==> src/rtl/id_ex_stage.sv <==
// ID/EX pipeline register with load-use hazard detection, one-cycle stall,
// bubble insertion, branch/jump flush and registered operand forwarding selects.
module id_ex_stage (
    input  logic        clk,
    input  logic        rst,
    input  logic        id_valid,
    input  logic        flush,
    input  logic        alu_src,
    input  logic        mem_to_reg,
    input  logic        reg_write,
    input  logic        mem_write,
    input  logic        jump,
    input  logic        mem_read,
    input  logic [1:0]  branch,
    input  logic [3:0]  alu_op,
    input  logic [2:0]  src_get,
    input  logic [3:0]  reg_out1,
    input  logic [3:0]  reg_out2,
    input  logic [3:0]  reg_out3,
    input  logic [15:0] rd1,
    input  logic [15:0] rd2,
    input  logic [15:0] imm,
    input  logic [15:0] pc,
    input  logic [3:0]  mem_dest,
    input  logic        mem_reg_write,
    output logic        ex_alu_src,
    output logic        ex_mem_to_reg,
    output logic        ex_reg_write,
    output logic        ex_mem_write,
    output logic        ex_jump,
    output logic        ex_mem_read,
    output logic [1:0]  ex_branch,
    output logic [3:0]  ex_alu_op,
    output logic [2:0]  ex_src_get,
    output logic [3:0]  ex_reg_out1,
    output logic [3:0]  ex_reg_out2,
    output logic [3:0]  ex_reg_out3,
    output logic [15:0] ex_rd1,
    output logic [15:0] ex_rd2,
    output logic [15:0] ex_imm,
    output logic [15:0] ex_pc,
    output logic        ex_valid,
    output logic [1:0]  fwd_a,
    output logic [1:0]  fwd_b,
    output logic        stall,
    output logic [15:0] stall_count
);

    // Encodings mirror config.v of the MIPS16 core.
    localparam logic [3:0] REG0      = 4'hF;
    localparam logic [1:0] NB        = 2'b00;
    localparam logic [3:0] NO_ALU_OP = 4'hF;

    typedef enum logic {RUN, HOLD} state_t;

    state_t     state, state_next;
    logic       hazard;
    logic       load_bubble;
    logic [1:0] fwd_a_next, fwd_b_next;

    function automatic logic src_match(input logic [3:0] src, input logic [3:0] dest,
                                       input logic we);
        return we && (src != REG0) && (src == dest);
    endfunction

    function automatic logic [1:0] fwd_sel(input logic [3:0] src, input logic [3:0] ex_dest,
                                           input logic ex_we, input logic ex_load,
                                           input logic [3:0] m_dest, input logic m_we);
        if (src_match(src, ex_dest, ex_we) && !ex_load)
            return 2'b01;
        else if (src_match(src, m_dest, m_we))
            return 2'b10;
        else
            return 2'b00;
    endfunction

    always_comb begin
        hazard      = 1'b0;
        stall       = 1'b0;
        state_next  = RUN;
        load_bubble = 1'b0;
        fwd_a_next  = 2'b00;
        fwd_b_next  = 2'b00;

        hazard = (state == RUN) && id_valid && ex_valid && ex_mem_read &&
                 (src_match(reg_out1, ex_reg_out3, ex_reg_write) ||
                  src_match(reg_out2, ex_reg_out3, ex_reg_write));
        stall = rst && hazard && !flush;

        if (!flush && stall)
            state_next = HOLD;

        load_bubble = flush || stall || !id_valid;
        if (!load_bubble) begin
            fwd_a_next = fwd_sel(reg_out1, ex_reg_out3, ex_reg_write, ex_mem_read,
                                 mem_dest, mem_reg_write);
            fwd_b_next = fwd_sel(reg_out2, ex_reg_out3, ex_reg_write, ex_mem_read,
                                 mem_dest, mem_reg_write);
        end
    end

    always_ff @(posedge clk) begin
        if (!rst) begin
            state       <= RUN;
            stall_count <= '0;
        end else begin
            state <= state_next;
            if (stall && stall_count != '1)
                stall_count <= stall_count + 16'd1;
        end

        if (!rst || load_bubble) begin
            ex_valid      <= 1'b0;
            ex_alu_src    <= 1'b0;
            ex_mem_to_reg <= 1'b0;
            ex_reg_write  <= 1'b0;
            ex_mem_write  <= 1'b0;
            ex_jump       <= 1'b0;
            ex_mem_read   <= 1'b0;
            ex_branch     <= NB;
            ex_alu_op     <= NO_ALU_OP;
            ex_src_get    <= '0;
            ex_reg_out1   <= REG0;
            ex_reg_out2   <= REG0;
            ex_reg_out3   <= REG0;
            ex_rd1        <= '0;
            ex_rd2        <= '0;
            ex_imm        <= '0;
            ex_pc         <= '0;
            fwd_a         <= 2'b00;
            fwd_b         <= 2'b00;
        end else begin
            ex_valid      <= 1'b1;
            ex_alu_src    <= alu_src;
            ex_mem_to_reg <= mem_to_reg;
            ex_reg_write  <= reg_write;
            ex_mem_write  <= mem_write;
            ex_jump       <= jump;
            ex_mem_read   <= mem_read;
            ex_branch     <= branch;
            ex_alu_op     <= alu_op;
            ex_src_get    <= src_get;
            ex_reg_out1   <= reg_out1;
            ex_reg_out2   <= reg_out2;
            ex_reg_out3   <= reg_out3;
            ex_rd1        <= rd1;
            ex_rd2        <= rd2;
            ex_imm        <= imm;
            ex_pc         <= pc;
            fwd_a         <= fwd_a_next;
            fwd_b         <= fwd_b_next;
        end
    end

endmodule

==> config.mk <==
export PLATFORM = sky130hd
export DESIGN_NAME = id_ex_stage
export DESIGN_NICKNAME = d
export VERILOG_FILES = /design/src/rtl/id_ex_stage.sv
export SDC_FILE = /design/constraint.sdc
export NUM_CORES = 1
export LEC_CHECK = 0
export ABC_AREA = 1
export CELL_PAD_IN_SITES_DETAIL_PLACEMENT = 1
export CELL_PAD_IN_SITES_GLOBAL_PLACEMENT = 1
export CORE_MARGIN = 2
export CORE_UTILIZATION = 23
export DETAILED_ROUTE_END_ITERATION = 12
export GPL_TIMING_DRIVEN = 0
export PLACE_DENSITY = 0.77
export SETUP_SLACK_MARGIN = 0.5
export SYNTH_ARGS = -nofsm -noshare
export SYNTH_HDL_FRONTEND = slang
export SYNTH_SLANG_ARGS = --single-unit
==> constraint.sdc <==
create_clock -name clk -period 2.63 [get_ports clk]
set_clock_uncertainty 0.05 [all_clocks]
set_input_delay 0.263 -clock clk [delete_from_list [all_inputs] [get_ports clk]]
set_output_delay 0.263 -clock clk [all_outputs]
set_load 0.005 [all_outputs]
Word level (Yosys, flattened, before mapping)
Index checks and enable logic that the tools add are counted.

Add/sub/neg operators: 1. Eq/ne operators: 7. Mux-type cells: 6. Bitwise gates (word level): 1. Reductions and logical operators: 29.

Operators by type and width (count): $logic_and A1 B1 Y1 (18); $add A16 B1 Y16 const B (1); $eq A4 B4 Y1 (4); $ne A16 B16 Y1 const B (1); $ne A4 B4 Y1 const B (2); $reduce_or A3 Y1 (2); $logic_not A1 Y1 (4); $logic_or A1 B1 Y1 (4); $mux W1 (4); $mux W2 (2); $reduce_or A2 Y1 (1); $not A1 Y1 (1).

Register bits: 113. Bits of input ports: 100. Output and inout port bits: 113. Logic and storage cells: 67.

Logic depth before layout (Yosys ltp)
Gate-level depths: netlist of run 1.

Word-level depth: 11. Mapped depth: 11. Mapped depth without buffers: 11.

Least setup slack after synthesis of run 1
OpenSTA, ideal clock, no wires.

Kind: register -> register. Start: reg stall_count[1]. End: reg stall_count[14]. Library setup time: 0.113 ns. Arrival time: 1.380 ns. Data required time: 2.467 ns. Path slack: 1.088 ns. Stages on the path, launching flop included: 11. Clock period less this slack: 1.542 ns. Path through: dfxtp_1 ha_1 nand2_1 nor2_1 nand2_1 a21oi_1 nand4_1 nor2_1 nand2_1 nand2_1 nor2_1.

Cells in the longest elaborated chain, start to end: 2. Elaborated cells on any way between the ends: 3.

Ends and longest elaborated chain: from (decl) (RTL line 46) `output logic [15:0] stall_count`; from (signal assigned) (RTL line 109) `stall_count <= stall_count + 16'd1;`; parallel branches: the longest is 2 deep, another holds $add A16 B1 Y16.

Several ways; the timed one is not identified. A chain may end at the register's enable or synchronous reset.

Worst setup path in the final report of run 1
Start: reg ex_mem_read. End: out stall.

Cells in the longest elaborated chain, start to end: 4.

Ends and longest elaborated chain: from (decl) (RTL line 31) `output logic ex_mem_read,`; from (signal assigned) (RTL line 139) `ex_mem_read <= mem_read;`; $logic_and A1 B1 Y1 (2 in a row) (RTL line 85) `hazard = (state == RUN) && id_valid && ex_valid && ex_mem_read &&`; $logic_and A1 B1 Y1 (2 in a row) (RTL line 88) `stall = rst && hazard && !flush;`; to (decl) (RTL line 45) `output logic stall,`.

No other way between the ends.

==> summary.md, run 1 <==
| Metric | Value |
|---|---|
| Startpoint Class | flip-flop |
| Setup TNS | 0 ps |
| Slew Viols, Final | 0 |
| Die X-Extent | 137 µm |
| Slew HR | 0.681 |
| Io pins | 213 |
| Final min period | 1980 ps |
| Crit end category | primary output |
| Drt drc | 0 |
| Initial antenna violation count | 0 |
| MaxCap Viol Count | 0 |
| Global route hottest layer | met2 |
| Synth unique cells | 29 |
| Worst Path Max Fanout | 6 |
| Status | finished clean |
| Die Area | 18600 µm² |
| Peak VDD IR | 0.412 mV |
| Total track usage | 0.151 |
| Fin crit share | 0.751 |
| Syn Area/Cell | 7.89 µm² |
| Async S/R FF share, synth | 0 |
| CP required | 2320 ps |
| Lkg Pwr | 3.16 nW |
| Synth Instances | 512 |
| Clock transition at path regs | 50 ps |
| Top post-synthesis cells by area | dfxtp_1, nor2_1, inv_1, nand2_1, nor2_2 |
| CP Cell Sequence | nand2_1, nor4_4, nand3_4, inv_4, dlygate4sd2_1 |
| EDFF count, synth | 0 |
| Most frequent cells in the layout | clkdlybuf4s50_1, nor2_1, dfxtp_1 |
| CP top delay family | simple AND/OR/NAND/NOR gates |
| Root Buffer | clkbuf_16 |
| Final hold vios | 0 |
| Detailed placement HPWL | 10.3 mm |
| Critical path class | flip-flop to primary output |
| CP arrival | 1660 ps |
| Via/cell ratio | 4.01 |
| Number of buffers created by CTS | 17 |
| Routed wire length | 13.4 mm |
| Critical path buffers and inverters | 2 |
| Initial Utilization | 0.234 |
| Register area | 2270 µm² |
| Initial DRC count | 50 |
| Area Growth Syn to Fin | 76.8% |
| Final setup violating endpoints | 0 |
| HP Class | input pin to flip-flop |
| Final #Nets | 850 |
| Power Density | 648 nW/µm² |
| Area of the multi-input gates | 1280 µm² |
| Slowest stage delay, CP | 390 ps |
| # hold bufs at CTS | 0 |
| CTS H-tree depth | 4 |
| Critical-path top delay cell | dfxtp_2 |
| Slew @ Worst Pin | 479 ps |
| Core area | 17200 µm² |
| Layout cells sized above 1 | 0.122 |
| Pre-antenna DRT Iters | 4 |
| Largest net degree at the start of global routing | 17 |
| Clock Path Buffers | 2 |
| Total number of vias | 3952 |
| Final worst setup slack | 655 ps |
| Syn nets | 613 |
| Global Route met3 Usage | 0.0700 |
| Met2 Usage GRT | 0.266 |
| Top FF cell, synth | dfxtp_1 |
| Clock Latency Late Sink | 400 ps |
| Ant diodes | 0 |
| Cell Area, Synth | 4040 µm² |
| Pre-CTS setup slack | 70.9 ps |
| Chip height | 137 µm |
| M1 GR Usage | 0.159 |
| #FFs+latches synth | 113 |
| Buffers added on ports | 211 |
| CTS tree | done |
| GP Congestion | 0.782 |
| Grt ovf | 0 |
| Final Total Pwr | 4.63 mW |
| Most common cell after layout, fill and taps aside | clkdlybuf4s50_1 |
| Area leader, netlist | dfxtp_1 |
| Routed len/inst | 13.6 µm |
| Yosys top cell area share | 0.560 |
| Sink Count | 113 |
| RSZ-0062 raised after global routing | no |
| Achievable Freq | 0.506 GHz |
| Yosys Warn Count | 0 |
| Antenna violation net count after detailed routing | 0 |
| Row cnt | 48 |
| Fill cell count | 2042 |
| Seq/Total Area, Yosys | 0.560 |
| First-pass GRT wire length | 21.1 mm |
| Vias in the first global route | 4155 |
## layout make-up
cell class | instances | area share
sequential | 113 | 0.318
buffer | 11 | 0.0119
timing repair buffer | 218 | 0.302
clock buffer | 22 | 0.0692
clock inverter | 8 | 0.0212
multi-input combinational | 277 | 0.180
inverter | 111 | 0.0587
tap | 225 | 0.0394
## Yosys cell counts, types with 3 or more instances
cell	number
a21oi_1	5
buf_2	5
dfxtp_1	113
inv_1	103
inv_2	8
nand2_1	89
nand3_1	5
nand4_1	8
nor2_1	117
nor2_2	20
nor3_1	3
o21ai_0	5
or2_1	8
## cell families (layout without fill, tap and decap cells)
group	after synthesis	count (layout)	synth area share
flops	113	113	0.560
compound gates	11	11	0.0145
xor+xnor	4	4	0.00867
fa+ha+maj	1	1	0.00310
buf+inv	122	370	0.124
simple gates	261	261	0.290
## where the power goes
part           total, mW  switching (mW)  internal, mW  leakage [nW]
clock network       2.51           0.804          1.70         0.307
logic              0.362           0.137         0.225          1.94
registers           1.76          0.0125          1.75         0.918
## layer usage
metal  vias up  wire, µm
met5         -         0
met4         0       201
met3        20      1090
met2       132      6880
met1      1846      5260
li1       1954         -
## timing repair
action	CTS	global route
setup buffers	6	1
resized for setup	15	5
endpoints found under the hold margin	0	0
setup endpoints to repair	1	1
pin swaps	4	3
## worst paths after layout
check	from	to	slack [ps]	cells past startpoint
worst max-delay path	ex_mem_read	stall	650	5
worst min-delay path	rst	stall_count[0]	100	3
worst max register to register	ex_reg_out3[3]	ex_imm[12]	680	14
worst min register to register	ex_mem_read	fwd_a[0]	450	1
## metrics by stage
step                std cells  hold WS, ps  instance area, µm²  utilization
floorplan                 512          303                4040            -
global placement          948          467                6430        0.373
detailed placement        948          472                6430        0.373
CTS                       984         81.4                7120        0.413
global route              985          107                7140        0.414
finish                    985         98.0                7140        0.414
## worst reg2reg max path: stages (launching register included)
cell and delay (ps):
dfxtp_4 360, inv_1 50, nand2_1 50, nand2_1 40, nor2_1 100, nand3_2 140, nand2_4 120, buf_4 110
buf_4 90, buf_4 130, nand2_2 70, nand2_4 120, buf_6 180, buf_8 170, nor2_2 60
No activity file was read; power rests on OpenSTA's default activity.
==> run 2: changes to the inputs <==
==> constraint.sdc (replaced) <==
create_clock -name clk -period 1.9 [get_ports clk]
set_clock_uncertainty 0.05 [all_clocks]
set_input_delay 0.19 -clock clk [delete_from_list [all_inputs] [get_ports clk]]
set_output_delay 0.19 -clock clk [all_outputs]
set_load 0.005 [all_outputs]
==> summary.md, run 2 (same netlist as run 1, synthesis figures left out) <==
| Metric | Value |
|---|---|
| Area of the multi-input gates | 1460 µm² (was 1280 µm²) |
| Worst R2R Start | ex_reg_out3[0] (was ex_reg_out3[3]) |
| Global route hottest layer | met2 (unchanged) |
| Switching Fraction | 0.214 (was 0.206) |
| Fin crit share | 0.945 |
| Routed len/inst | 14.4 µm (was 13.6 µm) |
| Layout cells sized above 1 | 0.206 (was 0.122) |
| Hold EP | stall_count[2] (was stall_count[0]) |
| Final min period | 1800 ps |
| Area Growth Syn to Fin | 95.9% (was 76.8%) |
| Hold Path Stages | 3 (unchanged) |
| Slew @ Worst Pin | 511 ps (was 479 ps) |
| Die X-Extent | 137 µm (unchanged) |
| CTS H-tree depth | 4 (unchanged) |
| Via/cell ratio | 3.96 (was 4.01) |
| CP Cell Sequence | inv_2, nand2_1, nand2_1, nor2_2, nand3_2, nand2_4, nand3_4, inv_2, buf_6 (was nand2_1, nor4_4, nand3_4, inv_4, dlygate4sd2_1) |
| Global Route met3 Usage | 0.0507 (was 0.0700) |
| Row cnt | 48 (unchanged) |
| Die Area | 18600 µm² (unchanged) |
| Total track usage | 0.158 (was 0.151) |
| Final core occ | 0.459 (was 0.414) |
| Final hold vios | 0 (unchanged) |
| Root Buffer | clkbuf_16 (unchanged) |
| Clock share of power | 0.518 (was 0.541) |
| Worst Path Max Fanout | 4 (was 6) |
| Critical path class | flip-flop to primary output (unchanged) |
| Slew HR | 0.659 (was 0.681) |
| Non-filler cells, final | 1008 (was 985) |
| Ant diodes | 0 (unchanged) |
| Largest net degree at the start of global routing | 17 (unchanged) |
| Detailed placement HPWL | 10.5 mm (was 10.3 mm) |
| Initial DRC count | 72 (was 50) |
| Crit end category | primary output (unchanged) |
| Final setup violating endpoints | 0 (unchanged) |
| Achievable Freq | 0.557 GHz |
| RSZ-0062 raised after global routing | yes (was no) |
| Startpoint Class | flip-flop (unchanged) |
| Status | finished clean (unchanged) |
| Vias in the first global route | 4245 (was 4155) |
| M1 GR Usage | 0.165 (was 0.159) |
| Sink Count | 113 (unchanged) |
| Slowest stage delay, CP | 360 ps (was 390 ps) |
| # hold bufs at CTS | 0 (unchanged) |
| Drt drc | 0 (unchanged) |
| Most common cell after layout, fill and taps aside | nor2_1 (was clkdlybuf4s50_1) |
| Register area | 2320 µm² (was 2270 µm²) |
| Critical path buffers and inverters | 3 (was 2) |
| Worst Reg-to-Reg Cells | 13 (was 14) |
| Clock transition at path regs | 50 ps (about the same) |
| Setup TNS | 0 ps (unchanged) |
| Initial antenna violation count | 0 (unchanged) |
| First-pass GRT wire length | 22.3 mm (was 21.1 mm) |
| Clock Latency Late Sink | 410 ps (was 400 ps) |
| Io pins | 213 (unchanged) |
| Pre-antenna DRT Iters | 4 (unchanged) |
| Slew Viols, Final | 0 (unchanged) |
| Clock Path Buffers | 2 (unchanged) |
| Lkg Pwr | 4.80 nW (was 3.16 nW) |
| Logic gate share of total power | 0.090 (was 0.078) |
| Power Density | 782 nW/µm² (was 648 nW/µm²) |
| Int Pwr | 4.86 mW (was 3.68 mW) |
| Pre-CTS setup slack | -582 ps (was 70.9 ps) |
| Antenna violation net count after detailed routing | 0 (unchanged) |
| Sequential Power Share | 0.392 (was 0.381) |
| Hold Startpoint | rst (unchanged) |
| Buffers added on ports | 211 (unchanged) |
| Final #Nets | 872 (was 850) |
| Core area | 17200 µm² (unchanged) |
| RR Endpoint | ex_reg_out2[1] (was ex_imm[12]) |
| Critical-path top delay cell | dfxtp_4 (was dfxtp_2) |
| R2r setup slk | 160 ps (was 680 ps) |
| Met2 Usage GRT | 0.291 (was 0.266) |
| Final worst setup slack | 104 ps (was 655 ps) |
| CP required | 1660 ps (was 2320 ps) |
| Dpl cells | 948 (unchanged) |
| CP arrival | 1560 ps (was 1660 ps) |
| Routed wire length | 14.5 mm (was 13.4 mm) |
| MaxCap Viol Count | 0 (unchanged) |
| Initial Utilization | 0.234 (unchanged) |
| Most frequent cells in the layout | nor2_1, inv_1, clkdlybuf4s50_1 (was clkdlybuf4s50_1, nor2_1, dfxtp_1) |
| Peak VDD IR | 0.567 mV (was 0.412 mV) |
| Fill cell count | 1968 (was 2042) |
| HP Class | input pin to flip-flop (unchanged) |
| CTS tree | done (unchanged) |
| CP top delay family | simple AND/OR/NAND/NOR gates (unchanged) |
| GP Congestion | 0.750 (was 0.782) |
| Number of buffers created by CTS | 17 (unchanged) |
| Grt ovf | 0 (unchanged) |
| Total number of vias | 3995 (was 3952) |
| Chip height | 137 µm (unchanged) |
| P_sw | 1.33 mW (was 0.953 mW) |
==> run 2: how the worst max path moves through the flow <==
stage | slack [ps] | startpoint | cells past startpoint | to
after floorplan | 420 | ex_mem_read | 7 | ex_imm[0]
after global placement | -560 | reg_out2[0] | 10 | stall
after detailed placement | -580 | reg_out2[2] | 10 | stall
after CTS | 60 | ex_reg_out3[1] | 9 | stall
after global routing | 9 | ex_reg_out3[3] | 9 | stall
final | 100 | ex_reg_out3[0] | 9 | stall
==> run 2: worst register-to-register path, cell delays in order (launching register included) <==
cell and delay, ps:
dfxtp_4 350, inv_2 50, nand2_1 50, nand2_1 80, nor2_2 50, nand3_2 110, nand2_4 80, buf_6 150
nand2_8 100, nand2_8 110, buf_16 200, buf_12 120, inv_6 80, nand2_1 60
==> run 2: timing repair <==
action / 4_1_cts / 5_1_grt
endpoints found under the hold margin: 0 / 0
pin swaps: 5 / 9
cloned: 6 / 1
gates resized for setup: 93 / 120
setup endpoints to repair: 225 / 200
setup buffers: 18 / 4
==> run 2: power by group through the flow <==
stage                     clock network [mW]  registers (mW)  logic (mW)
after CTS                               3.30            2.43       0.566
after detailed placement                   0            2.49       0.509
after floorplan                            0            2.49       0.139
after global placement                     0            2.49       0.499
after global routing                    3.41            2.43       0.607
final                                   3.20            2.43       0.555
==> run 2: through the flow <==
| stage | total power [mW] | instance area (µm²) | hold slack, ps |
|---|---|---|---|
| finish | 6.19 | 7920 | 25.5 |
| global route | 6.44 | 7920 | 25.8 |
| CTS | 6.30 | 7520 | 22.5 |
| detailed placement | 3.00 | 6490 | 447 |
| global placement | 2.99 | 6490 | 442 |
| floorplan | 2.63 | 4100 | 230 |
==> run 2: final cells by class <==
cell class | count | area share
clock inverter | 8 | 0.0128
tap | 225 | 0.0356
timing repair buffer | 239 | 0.338
sequential | 113 | 0.293
multi-input combinational | 278 | 0.185
inverter | 111 | 0.0533
buffer | 11 | 0.0201
clock buffer | 23 | 0.0631
==> run 2: layer usage <==
| layer | share of wire | up-vias | wire length, µm |
|---|---|---|---|
| met4 | 0.016 | 0 | 235 |
| met2 | 0.54 | 114 | 7860 |
| met3 | 0.065 | 18 | 938 |
| met1 | 0.38 | 1857 | 5490 |
| met5 | 0 | - | 0 |
| li1 | - | 2006 | - |
